## src/rtl/simplecpu_pkg.sv

```systemverilog
// Shared opcode and state encodings for the parametrised accumulator CPU.
package simplecpu_pkg;

  localparam int unsigned OPC_W = 4;

  localparam logic [OPC_W-1:0] OP_NOP = 4'h0;
  localparam logic [OPC_W-1:0] OP_LDA = 4'h1;
  localparam logic [OPC_W-1:0] OP_ADD = 4'h2;
  localparam logic [OPC_W-1:0] OP_SUB = 4'h3;
  localparam logic [OPC_W-1:0] OP_STA = 4'h4;
  localparam logic [OPC_W-1:0] OP_LDI = 4'h5;
  localparam logic [OPC_W-1:0] OP_JMP = 4'h6;
  localparam logic [OPC_W-1:0] OP_JZ  = 4'h7;
  localparam logic [OPC_W-1:0] OP_OUT = 4'h8;
  localparam logic [OPC_W-1:0] OP_HLT = 4'h9;
  localparam logic [OPC_W-1:0] OP_JC  = 4'hA;
  localparam logic [OPC_W-1:0] OP_JNZ = 4'hB;

  typedef enum logic [2:0] {
    StIdle  = 3'd0,
    StFetch = 3'd1,
    StExec  = 3'd2,
    StAlu   = 3'd3,
    StOutw  = 3'd4,
    StHalt  = 3'd5
  } state_e;

endpackage

```

## src/rtl/simplecpu_alu_param.sv

```systemverilog
// Combinational add/subtract unit; carry=1 on subtract means no borrow.
module simplecpu_alu_param #(
  parameter int unsigned DATA_W = 8
) (
  input  logic [DATA_W-1:0] a,
  input  logic [DATA_W-1:0] b,
  input  logic              sub,
  output logic [DATA_W-1:0] result,
  output logic              carry,
  output logic              zero
);

  logic [DATA_W:0]   sum;
  logic [DATA_W-1:0] b_eff;

  always_comb begin
    b_eff = sub ? ~b : b;
    sum   = {1'b0, a} + {1'b0, b_eff} + {{DATA_W{1'b0}}, sub};
  end

  assign result = sum[DATA_W-1:0];
  assign carry  = sum[DATA_W];
  assign zero   = (sum[DATA_W-1:0] == '0);

endmodule

```

## src/rtl/simplecpu_pipe_param.sv

```systemverilog
// Accumulator CPU with unified program/data memory, host load port and a
// valid/ready result stream. Requires DATA_W >= 4 + ADDR_W.
module simplecpu_pipe_param
  import simplecpu_pkg::*;
#(
  parameter int unsigned DATA_W = 8,
  parameter int unsigned ADDR_W = 4
) (
  input  logic              clk,
  input  logic              reset,
  input  logic              run,
  input  logic              load_en,
  input  logic [ADDR_W-1:0] load_addr,
  input  logic [DATA_W-1:0] load_data,
  input  logic              out_ready,
  output logic              out_valid,
  output logic [DATA_W-1:0] out_data,
  output logic [ADDR_W-1:0] pc,
  output logic [DATA_W-1:0] acc,
  output logic              flag_zero,
  output logic              flag_carry,
  output logic              halted,
  output logic              illegal,
  output logic              busy
);

  localparam int unsigned Depth = 2 ** ADDR_W;

  logic [DATA_W-1:0] mem [Depth];

  state_e            state_q, state_d;
  logic [ADDR_W-1:0] pc_q, pc_d;
  logic [DATA_W-1:0] a_q, a_d;
  logic [DATA_W-1:0] b_q, b_d;
  logic [OPC_W-1:0]  ir_op_q, ir_op_d;
  logic [ADDR_W-1:0] ir_arg_q, ir_arg_d;
  logic              zero_q, zero_d;
  logic              carry_q, carry_d;
  logic [DATA_W-1:0] out_data_q, out_data_d;
  logic              out_valid_q, out_valid_d;
  logic              illegal_q, illegal_d;

  logic              mem_we;
  logic [ADDR_W-1:0] mem_waddr;
  logic [DATA_W-1:0] mem_wdata;

  logic [DATA_W-1:0] alu_result;
  logic              alu_carry;
  logic              alu_zero;

  simplecpu_alu_param #(
    .DATA_W(DATA_W)
  ) u_alu (
    .a     (a_q),
    .b     (b_q),
    .sub   (ir_op_q == OP_SUB),
    .result(alu_result),
    .carry (alu_carry),
    .zero  (alu_zero)
  );

  always_comb begin
    state_d     = state_q;
    pc_d        = pc_q;
    a_d         = a_q;
    b_d         = b_q;
    ir_op_d     = ir_op_q;
    ir_arg_d    = ir_arg_q;
    zero_d      = zero_q;
    carry_d     = carry_q;
    out_data_d  = out_data_q;
    out_valid_d = out_valid_q;
    illegal_d   = illegal_q;
    mem_we      = 1'b0;
    mem_waddr   = load_addr;
    mem_wdata   = load_data;

    case (state_q)
      StIdle, StHalt: begin
        // The host write lands on the same edge as run, so the first fetch sees it.
        mem_we = load_en;
        if (run) begin
          pc_d      = '0;
          a_d       = '0;
          b_d       = '0;
          zero_d    = 1'b0;
          carry_d   = 1'b0;
          illegal_d = 1'b0;
          state_d   = StFetch;
        end
      end
      StFetch: begin
        ir_op_d  = mem[pc_q][DATA_W-1 -: OPC_W];
        ir_arg_d = mem[pc_q][ADDR_W-1:0];
        pc_d     = pc_q + ADDR_W'(1);
        state_d  = StExec;
      end
      StExec: begin
        state_d = StFetch;
        case (ir_op_q)
          OP_NOP: ;
          OP_LDA: a_d = mem[ir_arg_q];
          OP_ADD, OP_SUB: begin
            b_d     = mem[ir_arg_q];
            state_d = StAlu;
          end
          OP_STA: begin
            mem_we    = 1'b1;
            mem_waddr = ir_arg_q;
            mem_wdata = a_q;
          end
          OP_LDI: a_d = DATA_W'(ir_arg_q);
          OP_JMP: pc_d = ir_arg_q;
          OP_JZ:  if (zero_q) pc_d = ir_arg_q;
          OP_JC:  if (carry_q) pc_d = ir_arg_q;
          OP_JNZ: if (!zero_q) pc_d = ir_arg_q;
          OP_OUT: begin
            out_data_d  = a_q;
            out_valid_d = 1'b1;
            state_d     = StOutw;
          end
          OP_HLT: state_d = StHalt;
          default: begin
            illegal_d = 1'b1;
            state_d   = StHalt;
          end
        endcase
      end
      StAlu: begin
        a_d     = alu_result;
        carry_d = alu_carry;
        zero_d  = alu_zero;
        state_d = StFetch;
      end
      StOutw: begin
        if (out_ready) begin
          out_valid_d = 1'b0;
          state_d     = StFetch;
        end
      end
      default: state_d = StIdle;
    endcase
  end

  always_ff @(posedge clk or posedge reset) begin
    if (reset) begin
      state_q     <= StIdle;
      pc_q        <= '0;
      a_q         <= '0;
      b_q         <= '0;
      ir_op_q     <= '0;
      ir_arg_q    <= '0;
      zero_q      <= 1'b0;
      carry_q     <= 1'b0;
      out_data_q  <= '0;
      out_valid_q <= 1'b0;
      illegal_q   <= 1'b0;
    end else begin
      state_q     <= state_d;
      pc_q        <= pc_d;
      a_q         <= a_d;
      b_q         <= b_d;
      ir_op_q     <= ir_op_d;
      ir_arg_q    <= ir_arg_d;
      zero_q      <= zero_d;
      carry_q     <= carry_d;
      out_data_q  <= out_data_d;
      out_valid_q <= out_valid_d;
      illegal_q   <= illegal_d;
    end
  end

  // Memory survives reset; writes are blocked while reset is held.
  always_ff @(posedge clk) begin
    if (mem_we && !reset) begin
      mem[mem_waddr] <= mem_wdata;
    end
  end

  assign out_valid  = out_valid_q;
  assign out_data   = out_data_q;
  assign pc         = pc_q;
  assign acc        = a_q;
  assign flag_zero  = zero_q;
  assign flag_carry = carry_q;
  assign halted     = (state_q == StHalt);
  assign illegal    = illegal_q;
  assign busy       = (state_q != StIdle) && (state_q != StHalt);

endmodule
```

## config.mk

```make
export PLATFORM = sky130hd
export DESIGN_NAME = simplecpu_pipe_param
export DESIGN_NICKNAME = d
export VERILOG_FILES = /design/src/rtl/simplecpu_pkg.sv /design/src/rtl/simplecpu_alu_param.sv /design/src/rtl/simplecpu_pipe_param.sv
export SDC_FILE = /design/constraint.sdc
export NUM_CORES = 1
export LEC_CHECK = 0
export ABC_AREA = 1
export CORE_MARGIN = 2
export CORE_UTILIZATION = 55
export DETAILED_ROUTE_END_ITERATION = 12
export GPL_TIMING_DRIVEN = 0
export HOLD_SLACK_MARGIN = 0.15
export PLACE_DENSITY_LB_ADDON = 0.15
export SLEW_MARGIN = 10
export SYNTH_ARGS = -nofsm -noshare
export SYNTH_HDL_FRONTEND = slang
export SYNTH_HIERARCHICAL = 1
export SYNTH_SLANG_ARGS = --single-unit
```

## constraint.sdc

```tcl
create_clock -name clk -period 2.4 [get_ports clk]
set_input_delay 0.24 -clock clk [delete_from_list [all_inputs] [get_ports clk]]
set_output_delay 0.24 -clock clk [all_outputs]
set_load 0.05 [all_outputs]
```

After elaboration in Yosys (flattened, before gate mapping) --
Memories as Yosys holds them, arrays and structs flattened. A register that Yosys moved wholly into a read port is not among the register bits. Cells that the tools add are included.
Word-level totals: register bits 35, latch bits 0, bits in writable memories 128, bits in read-only memories 0, input bits 17, output and inout port bits 26, memories 1
Memory list:
- mem | words 16, width 8, rd ports 2, clocked after memory_dff 1, wr ports 1, line simplecpu_pipe_param.sv:29 | logic [DATA_W-1:0] mem [Depth];
Operators by class: add/sub/neg operators 3, multipliers 0, div/mod/pow operators 0, magnitude comparators 0, equal/unequal tests 27, shifts and indexed selects 0, mux-type cells 32, bitwise logic cells 1, reductions and logical operators 24
Operators with widths (number):
- 8-bit two-way mux | 5
- 8-bit case mux with 2 select lines | 2
- 4-bit two-way mux | 6
- 8-bit case mux with 3 select lines | 1
- 4-bit by 3-bit equality test with 1-bit output (second input constant) | 4
- 4-bit equality test (second input constant) | 4
- 4-bit case mux with 4 select lines | 1
- 3-bit case mux with 5 select lines | 1
- 3-bit != test (second input constant) | 4
- 4-bit case mux with 3 select lines | 1
- 3-bit AND reduction | 4
- 12-bit OR reduction | 1
- 1-bit case mux with 2 select lines | 5
- 8-bit by 8-bit adder with 9-bit output | 1
- 9-bit by 1-bit adder with 9-bit output | 1
- 3-bit case mux with 3 select lines | 1
- 3-bit nonzero test | 3
- 4-bit by 2-bit equality test with 1-bit output (second input constant) | 2
- 8-bit zero test | 1
- 8-bit NOT | 1
- 8-bit OR reduction | 1
- 1-bit two-way mux | 7
- 3-bit by 2-bit equality test with 1-bit output (second input constant) | 2
- 3-bit equality test (second input constant) | 2
- 16 further kinds | 26

Logic depth before layout (Yosys ltp) --
word-level depth 6, depth in mapped cells 19

Cells and area by module --
Netlist, hierarchy kept.
Modules (own cells, without submodules):
- simplecpu_pipe_param | times used 1, cells an instance 1042, area an instance 8826.0 µm², seq. area each 4919.7 µm²
- simplecpu_alu_param | times used 1, cells an instance 87, area an instance 529.3 µm², seq. area each 0.0 µm²

Worst setup path after synthesis --
OpenSTA, ideal clock, no wires.
kind register to register, start register state_q[0], end register a_q[0], in the netlist acc[0], setup time 0.077 ns, data arrival time 2.224 ns, data required time 2.323 ns, path slack 0.098 ns, cell stages (with the launch flop) 7, buffers on the path 1, clock period less this slack 2.302 ns, path through dfrtp_1 o21ai_0 nand2_1 nand3_2 buf_4 a21oi_1 a21oi_1
On the way: longest elaborated chain between the ends 4
Ends and longest elaborated chain:
- from (decl) | line simplecpu_pipe_param.sv:31 | state_e state_q, state_d;
- from (signal assigned) | line simplecpu_pipe_param.sv:147 | state_q <= StIdle;
- from (signal assigned) | line simplecpu_pipe_param.sv:159 | state_q <= state_d;
- 3-bit equality test or 3-bit zero test (tied branches) | line simplecpu_pipe_param.sv:78 | case (state_q)
- 2-bit OR reduction | line simplecpu_pipe_param.sv:78
- 2-bit != test (no line) or 3-bit nonzero test (tied branches)
- 3-bit AND reduction (no line)
- to (signal assigned) | line simplecpu_pipe_param.sv:149 | a_q <= '0;
- to (signal assigned) | line simplecpu_pipe_param.sv:161 | a_q <= a_d;
- to (decl) | line simplecpu_pipe_param.sv:33 | logic [DATA_W-1:0] a_q, a_d;
Parallel ways exist; a longest one is shown, timed or not. A chain may end at the register's enable or synchronous reset.

==> reports/results.ini <==
[power]
leakage_nw=4.86
p_per_area_nw_per_um2=1200
vdd_drop_max_uv=827

[placed_design]
dp_slack_ns=-0.345
portBuffers=42
dp_cells=1397
dp_hpwl_um=21600
place_congestion=1.03

[timing]
clock.fmax_ghz=0.409
hold_viol=0
worst_slack_ns=-0.0430
rsz0062_at_grt=yes
period_needed_ns=2.44
hold_slack_ns=0.144
final-max-slew-violation-count=0
setup_tns_ns=-0.0560
post-route-period-util_pct=102
tightest_slew_ns=0.785
fin_worst_skew_ns=0.00940
final-setup-viol-count=2
slew-limit-headroom_pct=47.7

[clock_network]
worst_skew_pair.late_latency_ns=0.44
htreeDepth=4
clock_sinks=171
cts_made_buffers=17
cts_root_buf=clkbuf_16
clkTransAtPathRegs_ns=0.06
cts_tree=done
clock_path_buffers=2

[worst_setup_path]
critPathBufInv=2
critPathTopFamily=buffers and inverters
path_cells=buf_2, clkbuf_1, o21ai_0, a21oi_1, o21ai_0, nand2_1, nand3_1, o21ai_0
reg2reg_from=pc[1]$_DFFE_PP0P_
cp_max_fo=10
cp-startpoint=pc[1]$_DFFE_PP0P_
reg2reg_setup_slack_ns=-0.04
end_kind=flip-flop
reg2reg_to=ir_op_q[3]$_DFFE_PP0P_
rr_worst_depth=8
cpMaxStageDelayCell=clkbuf_1
worstSetupPathType=reg -> reg
cpMostUsedCell=o21ai_0
slowest_delay_ns=0.58
startpoint_type=flip-flop
cp.arrival_ns=2.79
worstPathRequired_ns=2.74

[die]
die_height_um=134
die_w_um=134
die_area_sq_um=18100
rows=47
initial_core_util_pct=56.4
coreArea_sq_um=16600
ioPinCount=43

[synth]
synth.yosys.warnings=6
netlist_instances=1129
ys_seq_area_share_pct=52.6
ys_seq_elements=171
syn_nets=1155
syn_area_sq_um=9360
netlist-cell-type-count=44
syn-mean-instance-area_sq_um=8.29
synth-edff-count=128
async_reset_ff_share_pct=25.1
ys.flop_type=edfxtp_1

[cells_and_area]
area_delta_synth_final_pct=22.0
drive_gt1_share_pct=15.8
final_cells=1463
final_common_cell=nand2_1
diodes=0
final_cell_mix=nand2_1, nand3_1, edfxtp_1
fin_util_pct=68.8
num-nets-final=1256

[drt]
dr.pass1.iters=6
avgRoutedWirePerCell_um=21.7
totalWireLength_um=31700
drtIter0Drc=1308
routed_via_density=5.98
ant_nets=0
vias=8747
drc=0

[global_route]
antenna_found_initial=0
grt-ovfl-total=0
grtUsageTotal_pct=34.3
grt_pass1_vias=7843
grt_pass1_wl_um=45200
grt_max_degree=34

[status]
status=finished, violations left
violations=negative setup slack

[min_path]
hold_class=in -> async

[job]
drv_cap=0

[Yosys cell counts, types with 2 or more instances]
master,number,area [sq um]
nand2_1,261,980
nand3_1,135,676
edfxtp_1,128,3840
inv_1,128,480
o21ai_0,112,561
nor2_1,84,315
a21oi_1,68,340
dfrtp_1,43,1080
buf_2,29,145
nor3_1,29,145
clkbuf_1,26,97.6
or2_2,12,75.1
ha_1,8,100
xor2_1,8,70.1
nand2_2,6,37.5
nand4_1,5,31.3
o211ai_1,5,37.5
clkinv_1,4,15.0
inv_2,4,15.0
nand2_4,4,45.0
nand3_2,3,30.0
o21ai_2,3,26.3
buf_6,2,22.5
nor2_2,2,12.5
[per-stage QoR]
stage / power, mW / area [sq um]
after floorplan: 8.16 / 9360
after global placement: 10.2 / 10100
after detailed placement: 10.3 / 10100
after CTS: 13.1 / 10900
after global routing: 14.4 / 11400
final: 13.7 / 11400
[worst register-to-register path, stage by stage (launching register included)]
cell and delay [ns]:
dfrtp_1 0.45, buf_2 0.34, clkbuf_1 0.58, o21ai_0 0.19
a21oi_1 0.26, o21ai_0 0.18, nand2_1 0.13, nand3_1 0.10
o21ai_0 0.11
[power breakdown]
group          switching, mW  internal, mW  total [mW]
Clock                   1.19          1.56        2.75
Sequential             0.264          3.51        3.78
Combinational           5.01          2.19        7.20
[cell families after synthesis]
logic type | count (synthesis) | share of synthesized area (%)
xor+xnor | 9 | 0.843
fa+ha+maj | 9 | 1.28
flops | 171 | 52.6
simple gates | 547 | 25.7
compound gates | 197 | 11.1
buf+inv | 196 | 8.47
[metal layers]
layer	up-vias	GRT usage, %	wire length, um
met1	3996	44.9	11800
met4	0	16.0	1660
li1	3961	-	-
met2	650	54.8	14600
met5	-	0	0
met3	140	7.33	3710
[flip-flops by register name, summed over array words and instances (netlist names)]
signal / cells
acc: 8
b_q: 8
flag_carry: 1
flag_zero: 1
illegal: 1
ir_arg_q: 4
ir_op_q: 4
mem: 128
out_data: 8
out_valid: 1
pc: 4
state_q: 3
[timing repair]
action                                  CTS  global route
gates resized for setup                  43            36
buffers inserted                          6            28
hold buffers                              0             0
endpoints found under the setup margin  192           223
pin swaps                                 3            21
[final cells by class]
| class | count | area, sq um |
|---|---|---|
| well taps | 220 | 275 |
| flip-flops and latches | 171 | 4920 |
| clock inverters | 8 | 81.3 |
| repair buffers | 82 | 885 |
| plain buffers | 60 | 283 |
| fillers | 1322 | 5170 |
| clock buffers | 24 | 494 |
| multi-input cells | 762 | 3970 |
| inverters | 136 | 510 |
[how the worst max path moves through the flow]
stage	end	slack [ns]	cells past startpoint
after CTS	mem[11][7]$_DFFE_PP_	-0.13	7
after detailed placement	mem[4][6]$_DFFE_PP_	-0.34	8
final	ir_op_q[3]$_DFFE_PP0P_	-0.04	8
after global placement	mem[8][5]$_DFFE_PP_	-1.44	7
after global routing	flag_zero$_DFFE_PP0P_	-0.15	13
after floorplan	acc[0]$_DFFE_PP0P_	0.1	6
(Power assumes the default switching activity.)
